[src/rtl/button_event_arbiter_if.sv]
// rtl/button_event_arbiter_if.sv - valid/ready event port between arbiter and consumer
interface button_event_arbiter_if #(
   parameter int ID_W = 3
);
   logic            EV_VALID;
   logic            EV_READY;
   logic [ID_W-1:0] EV_ID;
   logic            EV_REPEAT;

   modport master (output EV_VALID, output EV_ID, output EV_REPEAT, input EV_READY);
   modport slave  (input EV_VALID, input EV_ID, input EV_REPEAT, output EV_READY);
endinterface

[src/rtl/button_event_arbiter.sv]
// rtl/button_event_arbiter.sv - latches debounced button pulses and serialises them round-robin
module button_event_arbiter #(
   parameter int N_BTN  = 5,
   parameter int ID_W   = 3,
   parameter int DROP_W = 8
) (
   input  logic                  CLK,
   input  logic                  RESET,
   input  logic                  ENABLE,
   input  logic [N_BTN-1:0]      SCEN,
   input  logic [N_BTN-1:0]      MCEN,
   output logic [N_BTN-1:0]      PENDING,
   output logic [DROP_W-1:0]     DROP_CNT,
   button_event_arbiter_if.master ev
);

   typedef enum logic {IDLE, PRESENT} state_t;

   state_t              state, state_n;
   logic [N_BTN-1:0]    pending_q, pending_n, rep_q, rep_n, clr_vec, drop_vec;
   logic [ID_W-1:0]     rr_ptr, rr_ptr_n, ev_id_q, ev_id_n, winner, off;
   logic                ev_rep_q, ev_rep_n, found;
   logic [2*N_BTN-1:0]  rot;
   logic [ID_W:0]       wsum;
   logic [DROP_W:0]     drop_sum;
   logic [DROP_W-1:0]   drop_n;

   assign ev.EV_VALID  = (state == PRESENT);
   assign ev.EV_ID     = ev_id_q;
   assign ev.EV_REPEAT = ev_rep_q;
   assign PENDING      = pending_q;

   // Rotating the doubled vector lets the scan start at rr_ptr and wrap naturally.
   always_comb begin
      rot   = {pending_q, pending_q} >> rr_ptr;
      found = 1'b0;
      off   = '0;
      for (int k = 0; k < N_BTN; k++) begin
         if (!found && rot[k]) begin
            found = 1'b1;
            off   = ID_W'(k);
         end
      end
      wsum = {1'b0, rr_ptr} + {1'b0, off};
      if (wsum >= (ID_W+1)'(N_BTN))
         wsum = wsum - (ID_W+1)'(N_BTN);
      winner = wsum[ID_W-1:0];
   end

   always_comb begin
      state_n  = state;
      ev_id_n  = ev_id_q;
      ev_rep_n = ev_rep_q;
      rr_ptr_n = rr_ptr;
      clr_vec  = '0;
      case (state)
         IDLE: begin
            if (|pending_q) begin
               ev_id_n  = winner;
               ev_rep_n = rep_q[winner];
               state_n  = PRESENT;
            end
         end
         PRESENT: begin
            if (ev.EV_READY) begin
               clr_vec  = N_BTN'(1) << ev_id_q;
               rr_ptr_n = (ev_id_q == ID_W'(N_BTN-1)) ? '0 : ev_id_q + ID_W'(1);
               state_n  = IDLE;
            end
         end
         default: state_n = IDLE;
      endcase
   end

   // A pulse arriving while its flag is being cleared re-arms the flag instead of dropping.
   always_comb begin
      pending_n = pending_q & ~clr_vec;
      rep_n     = rep_q;
      drop_vec  = '0;
      for (int i = 0; i < N_BTN; i++) begin
         if (ENABLE && (SCEN[i] || MCEN[i])) begin
            if (!pending_q[i] || clr_vec[i]) begin
               pending_n[i] = 1'b1;
               rep_n[i]     = !SCEN[i];
            end else begin
               if (SCEN[i])
                  rep_n[i] = 1'b0;
               drop_vec[i] = 1'b1;
            end
         end
      end
      drop_sum = {1'b0, DROP_CNT};
      for (int i = 0; i < N_BTN; i++)
         drop_sum = drop_sum + (DROP_W+1)'(drop_vec[i]);
      drop_n = drop_sum[DROP_W] ? '1 : drop_sum[DROP_W-1:0];
   end

   always_ff @(posedge CLK or posedge RESET) begin
      if (RESET)
         state <= IDLE;
      else
         state <= state_n;
   end

   always_ff @(posedge CLK or posedge RESET) begin
      if (RESET) begin
         pending_q <= '0;
         rep_q     <= '0;
         rr_ptr    <= '0;
         ev_id_q   <= '0;
         ev_rep_q  <= 1'b0;
         DROP_CNT  <= '0;
      end else begin
         pending_q <= pending_n;
         rep_q     <= rep_n;
         rr_ptr    <= rr_ptr_n;
         ev_id_q   <= ev_id_n;
         ev_rep_q  <= ev_rep_n;
         DROP_CNT  <= drop_n;
      end
   end

endmodule

[src/flat_wrapper.sv]
// flat-port wrapper written by rule: the top's interface ports become plain ports
module button_event_arbiter_flat 
#(
   parameter int N_BTN  = 5,
   parameter int ID_W   = 3,
   parameter int DROP_W = 8
)
  (CLK, RESET, ENABLE, SCEN, MCEN, PENDING, DROP_CNT, ev_EV_VALID, ev_EV_ID, ev_EV_REPEAT, ev_EV_READY);
  button_event_arbiter_if #(.ID_W(ID_W)) ev_i ();
  input  logic CLK;
  input  logic RESET;
  input  logic ENABLE;
  input  logic [N_BTN-1:0] SCEN;
  input  logic [N_BTN-1:0] MCEN;
  output logic [N_BTN-1:0] PENDING;
  output logic [DROP_W-1:0] DROP_CNT;
  output wire logic [$bits(ev_i.EV_VALID)-1:0] ev_EV_VALID;
  output wire logic [$bits(ev_i.EV_ID)-1:0] ev_EV_ID;
  output wire logic [$bits(ev_i.EV_REPEAT)-1:0] ev_EV_REPEAT;
  input wire logic [$bits(ev_i.EV_READY)-1:0] ev_EV_READY;
  assign ev_EV_VALID = ev_i.EV_VALID;
  assign ev_EV_ID = ev_i.EV_ID;
  assign ev_EV_REPEAT = ev_i.EV_REPEAT;
  assign ev_i.EV_READY = ev_EV_READY;
  button_event_arbiter #(.N_BTN(N_BTN), .ID_W(ID_W), .DROP_W(DROP_W)) u_core (.CLK(CLK), .RESET(RESET), .ENABLE(ENABLE), .SCEN(SCEN), .MCEN(MCEN), .PENDING(PENDING), .DROP_CNT(DROP_CNT), .ev(ev_i));
endmodule
[config.mk]
export PLATFORM = sky130hd
export DESIGN_NAME = button_event_arbiter_flat
export DESIGN_NICKNAME = d
export VERILOG_FILES = /design/src/rtl/button_event_arbiter_if.sv /design/src/rtl/button_event_arbiter.sv /design/src/flat_wrapper.sv
export SDC_FILE = /design/constraint.sdc
export NUM_CORES = 1
export LEC_CHECK = 0
export ABC_AREA = 1
export CAP_MARGIN = 0
export CORE_MARGIN = 3
export CORE_UTILIZATION = 30
export CTS_CLUSTER_SIZE = 14
export DETAILED_ROUTE_END_ITERATION = 10
export SETUP_SLACK_MARGIN = 0.02
export SYNTH_ARGS = -nofsm -noshare
export SYNTH_HDL_FRONTEND = slang
export SYNTH_SLANG_ARGS = --single-unit
[constraint.sdc]
create_clock -name CLK -period 10.48 [get_ports CLK]
set_clock_uncertainty 0.15 [all_clocks]
set_input_delay 1.572 -clock CLK [delete_from_list [all_inputs] [get_ports CLK]]
set_output_delay 1.572 -clock CLK [all_outputs]
set_load 0.01 [all_outputs]
==> impl_results.md, run 1 <==
- Layout cells sized above 1: 5.40%
- Setup Crit Path Kind: input pin to flop
- # setup viols final: 0
- Maximum clock rate: 0.201 GHz
- Register Area: 651 um2
- Mux cell area share after synthesis: 0%
- Post-CTS setup repair buffer count: 0
- Pwr Density: 321 nW/um2
- Die area: 6980 um2
- Worst hold margin: 0.393 ns
- Seq pwr share: 25.5%
- ANT nets after route: 0
- Synth warnings: 0
- DR pass1 iterations: 4
- CTS tree: yes
- Minimum clock period: 4.97 ns
- Fin cells: 350
- Post-synthesis xor/xnor area fraction: 0.486%
- Mapped Area: 1800 um2
- Clk Latency, worst-skew pair: 0.27 ns
- Most frequent cells in the layout: 61 x nand2_1, 40 x inv_1, 31 x clkdlybuf4s50_1, 26 x dfrtp_1, 22 x nand3_1
- # hold bufs at CTS: 0
- Power Internal: 0.000372 W
- Area growth syn-to-layout: 24.8%
- Post-synthesis register bit count: 26
- HPWL Detailed: 3360 um
- Vias in the first global route: 1626
- Hold WC Path Type: flop to flop
- H-tree depth: 1
- Leading cell type in the layout, fill and taps excluded: nand2_1
- Logic pwr share: 65.5%
- Initial DRC count: 80
- Leakage: 1.15 nW
- Placer Congestion: 0.807
- DR vias: 1663
- Largest net degree at the start of global routing: 27
- RSZ-0062 raised after global routing: false
- Row count: 27
- Clock sink count: 26
- Clock Tree Buf Depth: 2
- Startpoint types: input pin
- Largest family of logic cells by synthesized area: simple AND/OR/NAND/NOR gates
- Average size of a mapped cell: 7.36 um2
- Ant diodes: 0
- Final TNS setup: 0 ns
- GRT Resource Usage Total: 12.3%
- Slew HR: 30.9%
- DRT Wirelength: 4140 um
- First-pass GRT wire length: 7180 um
- Hold Vio Cnt, Final: 0
- CTS Root Cell: clkbuf_8
- Library cells used by synthesis: 25
- Syn nets: 277
- Initial antenna violation count: 0
- Vias per inst: 4.75
- Num ports: 32
- Residual DRC: 0
- Post_cts resized: 0
- Max-Cap Viols: 0
- Total grt overflow: 0
- Die Y: 83.5 um
- Critical path arrival: 4.96 ns
- Synth Area in Adders: 14.2%
- Placed Instances: 346
- Initial Util: 31.8%
- Post-DR wirelength/cell: 11.8 um
- Post-synthesis sequential area ratio: 36.1%
- Post-Synth Simple-Gate Area: 25.1%
- Complex-gate fraction of the synthesized area: 14.6%
- Synthesized instance count: 245
- Switching power total: 0.000351 W
- Worst Path Required: 10.47 ns
- Sw Ratio: 48.6%
- Crit end category: flop
- Core area: 5680 um2
- # nets final: 311
- VDD IR max: 0.000121 V
- Cts bufs inserted: 3
- Input/output buffers: 31
- Area of the multi-input gates: 980 um2
- Die width: 83.5 um
- Clk slew on worst S/H paths: 0.09 ns
- Worst slew pin tran: 1.04 ns
- Outcome: completed
- Clock power frac: 9.0%
- Period utilization: 47.4%
- Slew Viols, Final: 0
- # fillers: 599
- Crit-path max FO: 10
-- through the flow --
stage	cell area (um2)	setup WS [ns]	util [%]	power, W
after global placement	2200	5.28	38.7	0.000657
after detailed placement	2200	5.20	38.7	0.000661
after floorplan	1800	5.93	-	0.000517
after global routing	2250	5.23	39.7	0.000817
final	2250	5.51	39.7	0.000723
after CTS	2250	5.49	39.7	0.000731
-- cell families (layout without fill, tap and decap cells) --
| family | Yosys count | after routing |
|---|---|---|
| AO/OA/AOI/OAI | 48 | 48 |
| XOR/XNOR | 1 | 1 |
| adder cells (fa/ha/maj) | 18 | 18 |
| buffers and inverters | 46 | 79 |
| flip-flops | 26 | 26 |
| AND/OR/NAND/NOR | 106 | 106 |
-- flip-flops by register name, summed over array words and instances, names as in the netlist --
name,count
u_core.DROP_CNT,8
u_core.PENDING,5
u_core.ev.EV_ID,3
u_core.ev.EV_REPEAT,1
u_core.ev.EV_VALID,1
u_core.rep_q,5
u_core.rr_ptr,3
-- cell usage after synthesis, drive strengths merged --
| library cell | number | area, um2 |
|---|---|---|
| o21a | 1 | 7.51 |
| o211ai | 1 | 7.51 |
| clkbuf | 2 | 7.51 |
| nand2 | 62 | 235 |
| xor2 | 1 | 8.76 |
| a21oi | 14 | 70.1 |
| nor2 | 14 | 57.6 |
| nor3 | 2 | 10.0 |
| fa | 4 | 80.1 |
| or2 | 1 | 6.26 |
| a31oi | 2 | 12.5 |
| o21ai | 30 | 165 |
| dfrtp | 26 | 651 |
| nand4 | 1 | 6.26 |
| nand3 | 22 | 110 |
| or3 | 1 | 6.26 |
| and2 | 1 | 6.26 |
| ha | 14 | 175 |
| nand3b | 2 | 15.0 |
| inv | 44 | 165 |
-- area by class of cell --
| type | instances | area share, % |
|---|---|---|
| multi-input combinational | 173 | 43.5 |
| sequential | 26 | 28.9 |
| timing repair buffer | 31 | 13.8 |
| inverter | 44 | 7.34 |
| tap | 72 | 4.00 |
| clock buffer | 4 | 2.45 |
-- worst max-delay path, stage by stage --
cell and delay, ns:
clkdlybuf4s50_1 0.66, o21ai_0 0.18, inv_1 0.10, nand2_1 0.08, fa_1 0.54, inv_1 0.06, fa_1 0.45, ha_1 0.23
fa_1 0.39, nand2_1 0.08, inv_1 0.04, nor2_1 0.14, nor3_1 0.09, nand3_1 0.21, o21ai_0 0.13
-- power by group through the flow --
stage               sequential [W]  clock (W)  combinational (W)
floorplan                 0.000186          0           0.000331
global placement          0.000188          0           0.000469
detailed placement        0.000187          0           0.000475
CTS                       0.000186  0.0000672           0.000478
global route              0.000193  0.0000710           0.000554
finish                    0.000185  0.0000651           0.000474
-- metal layers --
| metal | vias up | part of all wire [%] | global-route usage, % | wire length (um) |
|---|---|---|---|---|
| met1 | 778 | 48 | 15.9 | 2000 |
| met2 | 30 | 46 | 21.1 | 1920 |
| met5 | - | 0 | 0 | 0 |
| li1 | 851 | - | - | - |
| met3 | 4 | 4.5 | 2.96 | 187 |
| met4 | 0 | 0.68 | 2.19 | 28 |
-- path summary, 6_finish.rpt --
kind | start | depth (start not counted) | end | slack (ns)
max | ENABLE | 15 | u_core.DROP_CNT[2] | 5.51
min reg2reg | u_core.rep_q[0] | 2 | u_core.rep_q[0] | 0.39
max reg2reg | u_core.ev.EV_ID[0] | 15 | u_core.DROP_CNT[2] | 6.75
min in group asynchronous | RESET | 2 | u_core.ev.EV_ID[1] | 1.70
max in group asynchronous | RESET | 2 | u_core.DROP_CNT[2] | 7.86
min | u_core.rep_q[0] | 2 | u_core.rep_q[0] | 0.39
No activity file was read; power rests on OpenSTA's default activity.
==> inputs of run 2 (changes only) <==
clock period = 4.2 ns   (was 10.48 ns; I/O delays follow)
==> impl_results.md, run 2 (synthesis gave the netlist of run 1 again) <==
- HPWL Detailed: 3310 um (-1.4%)
- Placer Congestion: 0.850 (+5.3%)
- Die Y: 83.5 um (unchanged)
- Num ports: 32 (unchanged)
- Switching power total: 0.000870 W (+150%)
- VDD IR max: 0.000278 V (+130%)
- Initial Util: 31.8% (unchanged)
- Crit end category: flop
- Crit-path max FO: 7 (-3)
- Minimum clock period: 3.92 ns
- # fillers: 597 (-0.33%)
- Critical Path Max Stage Delay: 0.55 ns (-0.11 ns)
- Clock sink count: 26 (unchanged)
- Ant diodes: 0 (unchanged)
- Die area: 6980 um2 (unchanged)
- Core area: 5680 um2 (unchanged)
- Clk slew on worst S/H paths: 0.09 ns (about the same)
- DR top layer: met3
- Period utilization: 93.4%
- Clock power frac: 7.9% (-1.1 points)
- Worst slew pin tran: 0.973 ns (-0.0634 ns)
- Worst Path Required: 4.19 ns (-6.28 ns)
- Total grt overflow: 0 (unchanged)
- Die width: 83.5 um (unchanged)
- Worst Hold Depth: 2 (unchanged)
- Met3 wire len: 116 um (-38%)
- Max FFs per register: 8 (unchanged)
- # setup viols final: 0 (unchanged)
- Initial DRC count: 84 (+5.0%)
- Cells on worst reg2reg path: 15 (unchanged)
- Hold Vio Cnt, Final: 0 (unchanged)
- DR pass1 iterations: 4 (unchanged)
- Area post-placement: 2220 um2 (+1.0%)
- Clock Tree Buf Depth: 2 (unchanged)
- Hold WC Path Type: flop to flop
- M1 WL: 2090 um (+4.1%)
- Reg with most FFs: u_core.DROP_CNT
- CP delay by family, top: adder cells
- Reg2Reg Setup Slack: 0.44 ns (-6.31 ns)
- ANT nets after route: 0 (unchanged)
- Number of stages on the worst setup path: 16 (+1)
- # hold bufs at CTS: 0 (unchanged)
- Layout cells sized above 1: 6.07% (+0.68 points)
- Place WS: 0.0143 ns (-5.18 ns)
- Worst r2r src: u_core.ev.EV_ID[0]
- Power Internal: 0.000914 W (+150%)
- Leading cell type in the layout, fill and taps excluded: nand2_1
- Worst Slack Setup Final: 0.279 ns (-5.23 ns)
- Outcome: completed
- CTS tree: yes
- First-pass GRT wire length: 7060 um (-1.6%)
- # nets final: 314 (+0.96%)
- Routed met2 length: 1820 um (-5.3%)
- Crit-path cells: clkdlybuf4s50_1 -> nand2_1 -> inv_1 -> a31oi_1 -> nand2_1 -> fa_1 -> inv_1 -> fa_1 -> ha_1 -> fa_1 -> nand2_1 -> inv_1 -> nor2_1 -> nor3_1 -> nand3_1 -> o21ai_0
- RSZ-0062 raised after global routing: false
- Worst hold margin: 0.396 ns (+0.00366 ns)
- Clk Latency, worst-skew pair: 0.26 ns (about the same)
- Vias in the first global route: 1600 (-1.6%)
- Post_cts resized: 0 (unchanged)
- Post-DR wirelength/cell: 11.4 um (-3.4%)
- Worst Hold Endpoint: u_core.rep_q[3]
- DR vias: 1613 (-3.0%)
- Area growth syn-to-layout: 25.3%
- Crit-path slowest cell: fa_1
- Final TNS setup: 0 ns (unchanged)
- Post-CTS setup repair buffer count: 0 (unchanged)
- Logic pwr share: 66.4% (+0.9 points)
- Setup Crit Path Kind: input pin to flop
- Most frequent cells in the layout: 61 x nand2_1, 40 x inv_1, 31 x clkdlybuf4s50_1, 26 x dfrtp_1, 22 x nand3_1
- Max-Cap Viols: 0 (unchanged)
- Critical path arrival: 3.91 ns (-1.05 ns)
- Cts bufs inserted: 3 (unchanged)
- Leakage: 1.15 nW (+0.63%)
- Input/output buffers: 31 (unchanged)
- Residual DRC: 0 (unchanged)
- H-tree depth: 1 (unchanged)
- Vias per inst: 4.58 (-3.6%)
- Sw Ratio: 48.8% (+0.18 points)
- FF-to-FF End: u_core.DROP_CNT[2]
- CTS Root Cell: clkbuf_8
- DRT Wirelength: 4020 um (-2.9%)
- Critical hold path startpoint: u_core.rep_q[3]
- Initial antenna violation count: 0 (unchanged)
- Seq pwr share: 25.7% (+0.2 points)
- Tot Pwr: 0.00178 W (+150%)
- Design area: 2260 um2 (+0.39%)
- CP bufs+invs: 4 (unchanged)
- Startpoint types: input pin
- Row count: 27 (unchanged)
- Slew HR: 35.1% (+4.2 points)
- GRT Resource Usage Total: 12.0% (-0.32 points)
- Largest net degree at the start of global routing: 27 (unchanged)
- Pwr Density: 789 nW/um2 (+150%)
- Slew Viols, Final: 0 (unchanged)
- Maximum clock rate: 0.255 GHz
## run 2: worst max path at each step
stage                      from                  to  slack, ns
finish              ev_EV_READY  u_core.DROP_CNT[2]       0.28
global route        ev_EV_READY  u_core.DROP_CNT[2]       0.04
CTS                 ev_EV_READY  u_core.DROP_CNT[2]       0.25
global placement    ev_EV_READY  u_core.DROP_CNT[2]       0.05
floorplan                ENABLE  u_core.DROP_CNT[2]       0.59
detailed placement  ev_EV_READY  u_core.DROP_CNT[2]       0.01
## run 2: cell type report
type	count	area, um2	share of cell area (%)
clock buffers	3	41.3	1.83
inverters	44	165	7.31
multi-input cells	173	980	43.4
flip-flops and latches	26	651	28.8
well taps	72	90.1	3.99
repair buffers	34	333	14.7
## run 2: worst min-delay path, cell delays in order (launching register included)
cell and delay [ns]:
dfrtp_1 0.36, a21oi_1 0.05, a21oi_1 0.11
## run 2: power groups by stage
stage	clock network (W)	logic [W]	registers, W
6_report	0.000140	0.00119	0.000458
5_1_grt	0.000159	0.00137	0.000477
4_1_cts	0.000145	0.00119	0.000461
3_5_place_dp	0	0.00118	0.000465
3_3_place_gp	0	0.00118	0.000466
2_1_floorplan	0	0.000826	0.000464
## run 2: per-layer routing
metal	vias up	GRT usage, %
met4	0	2.19
met2	21	20.3
met5	-	0
li1	862	-
met1	730	16.3
met3	0	1.97
## run 2: stage by stage
step,util [%],instances
floorplan,-,245
global placement,39.1,349
detailed placement,39.1,349
CTS,39.8,352
global route,39.8,352
finish,39.8,352
